==> config.mk <==
export PLATFORM = sky130hd
export DESIGN_NAME = stack_unit_flat
export DESIGN_NICKNAME = d
export VERILOG_FILES = /design/src/rtl/stack_unit_if.sv /design/src/rtl/stack_unit.sv /design/src/flat_wrapper.sv
export SDC_FILE = /design/constraint.sdc
export NUM_CORES = 1
export LEC_CHECK = 0
export ABC_AREA = 1
export CORE_MARGIN = 2
export CORE_UTILIZATION = 32
export DETAILED_ROUTE_END_ITERATION = 16
export DONT_BUFFER_PORTS = 1
export GPL_ROUTABILITY_DRIVEN = 0
export SLEW_MARGIN = 10
export SYNTH_ARGS = -nofsm -noshare
export SYNTH_HDL_FRONTEND = slang
export SYNTH_SLANG_ARGS = --single-unit
==> constraint.sdc <==
create_clock -name clock -period 4.32 [get_ports clock]
set_input_delay 0.216 -clock clock [delete_from_list [all_inputs] [get_ports clock]]
set_output_delay 0.216 -clock clock [all_outputs]
set_load 0.005 [all_outputs]
==> src/rtl/stack_unit_if.sv <==
// stack_unit_if: toggle-handshake bundle between a producer/consumer pair and
// the stack unit.
//   in_rdy/in_op/in_data : request side, driven by the master (upstream)
//   in_ack               : toggled by the stack unit when a request is captured
//   out_rdy/out_data/out_err : result side, driven by the stack unit
//   out_ack              : toggled by the master (downstream) when a result is consumed
interface stack_unit_if #(
  parameter int N = 32
);
  logic         in_rdy;
  logic [1:0]   in_op;
  logic [N-1:0] in_data;
  logic         in_ack;
  logic         out_rdy;
  logic [N-1:0] out_data;
  logic         out_err;
  logic         out_ack;

  modport master (
    output in_rdy, in_op, in_data, out_ack,
    input  in_ack, out_rdy, out_data, out_err
  );

  modport slave (
    input  in_rdy, in_op, in_data, out_ack,
    output in_ack, out_rdy, out_data, out_err
  );
endinterface

==> src/rtl/stack_unit.sv <==
// stack_unit: LIFO stack with PUSH/POP/TOP/CLEAR requests, one result per request.
//   clock  : system clock, all state on posedge
//   reset  : synchronous active-high reset
//   bus    : stack_unit_if.slave, toggle handshakes on both request and result sides
//   count  : current occupancy 0..DEPTH
//   empty  : count == 0
//   full   : count == DEPTH
// Each request passes IDLE (capture) -> EXEC (stack update) -> REPLY (present result).
module stack_unit #(
  parameter int N         = 32,
  parameter int LOG_DEPTH = 4
) (
  input  logic               clock,
  input  logic               reset,
  stack_unit_if.slave        bus,
  output logic [LOG_DEPTH:0] count,
  output logic               empty,
  output logic               full
);
  localparam int DEPTH = 1 << LOG_DEPTH;
  localparam logic [LOG_DEPTH:0]   SP_DEPTH = (LOG_DEPTH+1)'(DEPTH);
  localparam logic [LOG_DEPTH:0]   SP_ONE   = (LOG_DEPTH+1)'(1);
  localparam logic [LOG_DEPTH-1:0] ADDR_ONE = LOG_DEPTH'(1);

  localparam logic [1:0] ST_IDLE  = 2'd0;
  localparam logic [1:0] ST_EXEC  = 2'd1;
  localparam logic [1:0] ST_REPLY = 2'd2;

  localparam logic [1:0] OP_PUSH  = 2'b00;
  localparam logic [1:0] OP_POP   = 2'b01;
  localparam logic [1:0] OP_TOP   = 2'b10;

  logic [1:0]         state_reg;
  logic [LOG_DEPTH:0] sp_reg;
  logic [1:0]         op_reg;
  logic [N-1:0]       data_reg;
  logic [N-1:0]       res_reg;
  logic               res_err_reg;
  logic               in_ack_reg;
  logic               out_rdy_reg;
  logic [N-1:0]       out_data_reg;
  logic               out_err_reg;

  logic [N-1:0] mem [DEPTH];

  logic [LOG_DEPTH-1:0] wr_addr;
  logic [LOG_DEPTH-1:0] rd_addr;
  logic                 wr_en;

  assign count = sp_reg;
  assign empty = (sp_reg == '0);
  assign full  = (sp_reg == SP_DEPTH);

  // When sp==DEPTH the low bits alias entry 0, but wr_en is blocked by full.
  assign wr_addr = sp_reg[LOG_DEPTH-1:0];
  assign rd_addr = sp_reg[LOG_DEPTH-1:0] - ADDR_ONE;
  assign wr_en   = (state_reg == ST_EXEC) && (op_reg == OP_PUSH) && !full && !reset;

  assign bus.in_ack   = in_ack_reg;
  assign bus.out_rdy  = out_rdy_reg;
  assign bus.out_data = out_data_reg;
  assign bus.out_err  = out_err_reg;

  // Storage is not reset; sp alone defines which entries are valid.
  always_ff @(posedge clock) begin
    if (wr_en) begin
      mem[wr_addr] <= data_reg;
    end
  end

  always_ff @(posedge clock) begin
    if (reset) begin
      state_reg    <= ST_IDLE;
      sp_reg       <= '0;
      op_reg       <= OP_PUSH;
      data_reg     <= '0;
      res_reg      <= '0;
      res_err_reg  <= 1'b0;
      in_ack_reg   <= 1'b0;
      out_rdy_reg  <= 1'b0;
      out_data_reg <= '0;
      out_err_reg  <= 1'b0;
    end else begin
      case (state_reg)
        ST_IDLE: begin
          if (bus.in_rdy != in_ack_reg) begin
            op_reg     <= bus.in_op;
            data_reg   <= bus.in_data;
            in_ack_reg <= ~in_ack_reg;
            state_reg  <= ST_EXEC;
          end
        end
        ST_EXEC: begin
          case (op_reg)
            OP_PUSH: begin
              if (!full) begin
                sp_reg      <= sp_reg + SP_ONE;
                res_reg     <= data_reg;
                res_err_reg <= 1'b0;
              end else begin
                res_reg     <= '0;
                res_err_reg <= 1'b1;
              end
            end
            OP_POP, OP_TOP: begin
              if (!empty) begin
                res_reg     <= mem[rd_addr];
                res_err_reg <= 1'b0;
                if (op_reg == OP_POP) begin
                  sp_reg <= sp_reg - SP_ONE;
                end
              end else begin
                res_reg     <= '0;
                res_err_reg <= 1'b1;
              end
            end
            default: begin // CLEAR
              sp_reg      <= '0;
              res_reg     <= '0;
              res_err_reg <= 1'b0;
            end
          endcase
          state_reg <= ST_REPLY;
        end
        ST_REPLY: begin
          // Output is free once downstream has acknowledged the previous result.
          if (bus.out_ack == out_rdy_reg) begin
            out_data_reg <= res_reg;
            out_err_reg  <= res_err_reg;
            out_rdy_reg  <= ~out_rdy_reg;
            state_reg    <= ST_IDLE;
          end
        end
        default: state_reg <= ST_IDLE;
      endcase
    end
  end
endmodule

==> src/flat_wrapper.sv <==
// flat-port wrapper written by rule: the top's interface ports become plain ports
module stack_unit_flat 
#(
  parameter int N         = 32,
  parameter int LOG_DEPTH = 4
)
  (clock, reset, count, empty, full, bus_in_rdy, bus_in_op, bus_in_data, bus_out_ack, bus_in_ack, bus_out_rdy, bus_out_data, bus_out_err);
  stack_unit_if #(.N(N)) bus_i ();
  input  logic clock;
  input  logic reset;
  output logic [LOG_DEPTH:0] count;
  output logic empty;
  output logic full;
  input wire logic [$bits(bus_i.in_rdy)-1:0] bus_in_rdy;
  input wire logic [$bits(bus_i.in_op)-1:0] bus_in_op;
  input wire logic [$bits(bus_i.in_data)-1:0] bus_in_data;
  input wire logic [$bits(bus_i.out_ack)-1:0] bus_out_ack;
  output wire logic [$bits(bus_i.in_ack)-1:0] bus_in_ack;
  output wire logic [$bits(bus_i.out_rdy)-1:0] bus_out_rdy;
  output wire logic [$bits(bus_i.out_data)-1:0] bus_out_data;
  output wire logic [$bits(bus_i.out_err)-1:0] bus_out_err;
  assign bus_i.in_rdy = bus_in_rdy;
  assign bus_i.in_op = bus_in_op;
  assign bus_i.in_data = bus_in_data;
  assign bus_i.out_ack = bus_out_ack;
  assign bus_in_ack = bus_i.in_ack;
  assign bus_out_rdy = bus_i.out_rdy;
  assign bus_out_data = bus_i.out_data;
  assign bus_out_err = bus_i.out_err;
  stack_unit #(.N(N), .LOG_DEPTH(LOG_DEPTH)) u_core (.clock(clock), .reset(reset), .bus(bus_i), .count(count), .empty(empty), .full(full));
endmodule
==> flow_summary.yaml <==
outcome:
  run_status: "finished clean"
clock_network:
  cts_resized: 0
  worstSkewPairLatency_ps: 600
  postCtsSetupRepairBufs: 0
  cts.sink_count: 621
  clk_path_buf_depth: 3
  cts_hold_buffers: 38
  cts.root.buffer_cell: "sky130_fd_sc_hd__clkbuf_16"
  path_clk_slew_ps: 60
  cts_made_buffers: 66
  cts_tree: "yes"
  deepest_level_of_the_cts_h_tree: 3
timing:
  timing.hold.ws_ps: 212
  grt_setup_unrepaired: "no"
  totalNegativeSetupSlack_ps: 0
  fmax_mhz: 288
  timing_worst_slew_pin_value_ps: 1210
  hold_violations: 0
  final_critical_delay_including_setup_and_external_delays_ps: 3480
  finalSetupViolCount: 0
  clock-skew-final_ps: 22.2
  timing.final.crit_share_pct: 80.5
  slew_viol_final: 0
  rel_slew_slack_pct: 19.5
worst_setup_path:
  reg2reg_depth: 10
  worstPathArrival_ps: 3770
  path_class: "reg -> reg"
  worst_ep_required_time_ps: 4610
  timing.critical_path.depth: 10
  maximum_fanout_encountered_on_the_critical_timing_path: 62
  path_buf_inv: 4
  max_stage_delay_on_crit_path_ps: 730
  end_kind: "register"
  worst_setup_path_start_kind: "register"
  timing.critical_path.cells: "clkinv_4, ha_4, nand3_2, nor2_2, inv_2, nand4_1, inv_1, nand2_1, nor2_4, buf_4"
  crit_family: "simple AND/OR/NAND/NOR gates"
  cp_slowest_cell: "sky130_fd_sc_hd__nor2_4"
synthesis:
  ys_ff_latch: 621
  netlist_top_cells_area: "sky130_fd_sc_hd__edfxtp_1 62%, sky130_fd_sc_hd__nand3_1 10%, sky130_fd_sc_hd__nand2_1 9.6%"
  ys_types: 29
  synth_sequential_area_ratio_pct: 70.4
  syn_inst: 2238
  post_synth_instance_area_um2: 24900
  synth_top_area_share_pct: 61.7
  yosysTopAreaCell: "sky130_fd_sc_hd__edfxtp_1"
  syn_avg_cell_area_um2: 11.1
  synth-warning-count: 0
  synth.net_count: 2288
routing:
  route.detailed.drc: 0
  dr.pass1.iters: 6
  ant_nets: 0
  viasPerCell: 5.01
  detail_route.iter0.violations: 1492
  drt-wirelength-per-cell_um: 19.9
  wirelength_um: 66300
  routed-via-count: 16695
die:
  num_rows: 102
  initial_core_util_pct: 32.2
  die_h_um: 283
  die-area_um2: 80200
  boundaryPins: 80
  coreArea_um2: 77300
  die_width_um: 283
job:
  cap_violations: 0
layout:
  drive_above_1_share_pct: 7.71
  areaGrowthSynthToFinish_pct: 14.8
  most_common_library_cell_in_the_layout_ignoring_fill_and_taps: "sky130_fd_sc_hd__nand2_1"
  fillCellCount: 7550
  multiInputGateArea_um2: 6480
  n_antenna_cell: 0
  final_core_util_pct: 37.0
  most_flop_heavy_register: "u_core.mem"
  largest_reg_flops: 512
  regArea_um2: 17600
  count_of_nets_after_finishing: 2293
  post-route-cell-area_um2: 28600
  final_cell_mix: "641 x sky130_fd_sc_hd__nand2_1, 512 x sky130_fd_sc_hd__edfxtp_1, 510 x sky130_fd_sc_hd__nand3_1"
min_path:
  timing.hold.worst.class: "in -> reg"
  holdPathStages: 2
pwr:
  leakage_power_nw: 10.1
  switching_share_pct: 35.1
  total_switching_power_mw: 6.54
  cellPowerDensity_nw_per_um2: 652
  seq_power_share_pct: 41.7
  comb_power_share_pct: 27.6
  max-vdd-ir-drop_uv: 552
  internal-power_mw: 12.1
  final_total_power_mw: 18.7
  power_frac_clock_pct: 30.7
grt:
  grt_pass1_wl_um: 99400
  global_route_total_overflow: 0
  grt_max_degree: 180
  track_usage_pct: 16.1
  antenna_violations_before_repair: 1
  grt_pass1_vias: 16354
placement:
  placedInstanceArea_um2: 26000
  dp_hpwl_um: 35500
  port_buffers: 0
-- metal layers --
| metal | share of wire (%) | up-vias | track usage (%) |
|---|---|---|---|
| li1 | - | 7819 | - |
| met1 | 42 | 8183 | 21.0 |
| met2 | 49 | 571 | 27.1 |
| met3 | 6.0 | 122 | 2.50 |
| met4 | 3.3 | 0 | 5.95 |
| met5 | 0 | - | 0 |
-- per-stage QoR --
stage / cells / worst slack [ps]
2_1_floorplan: 2238 / 87.8
3_5_place_dp: 3177 / 870
5_1_grt: 3335 / 664
6_report: 3335 / 843
3_3_place_gp: 3177 / 896
4_1_cts: 3335 / 843
-- area by class of cell --
class | count | share of cell area [%]
sequential | 621 | 61.3
multi-input combinational | 1421 | 22.6
clock buffer | 96 | 6.97
tap | 1040 | 4.54
timing repair buffer | 80 | 3.03
clock inverter | 24 | 0.782
inverter | 53 | 0.721
-- final timing paths --
kind	start	slack, ps	end
worst max-delay path	u_core.count[0]	840	u_core.mem[9][11]
worst min-delay path	bus_in_rdy	210	u_core.state_reg[0]
worst max register to register	u_core.count[0]	840	u_core.mem[9][11]
worst min register to register	u_core.res_reg[3]	460	u_core.res_reg[3]
-- kinds of logic after synthesis --
family          share of synthesized area, %
buf+inv                                 4.13
flops                                   70.4
xor+xnor                               0.176
simple gates                            21.5
compound gates                          3.14
fa+ha+maj                              0.632
-- power by group through the flow --
stage / Sequential [mW] / Clock, mW / Combinational (mW)
global placement: 7.89 / 0 / 5.01
CTS: 7.79 / 5.85 / 5.13
floorplan: 7.60 / 0 / 3.57
detailed placement: 7.91 / 0 / 5.07
finish: 7.78 / 5.74 / 5.15
global route: 7.85 / 6.07 / 5.65
-- synth_stat cells (all sizes together) --
| master | instances |
|---|---|
| nand2 | 644 |
| edfxtp | 512 |
| nand3 | 512 |
| buf | 109 |
| dfxtp | 109 |
| nor2 | 91 |
| a21oi | 77 |
| o21ai | 71 |
| inv | 52 |
| clkbuf | 34 |
| ha | 11 |
| nor3 | 3 |
| xnor2 | 3 |
| xor2 | 2 |
| a21o | 1 |
| a22oi | 1 |
| a31oi | 1 |
| clkinv | 1 |
| fa | 1 |
| nand4 | 1 |
| o2111ai | 1 |
| o211ai | 1 |
(Power assumes the default switching activity.)
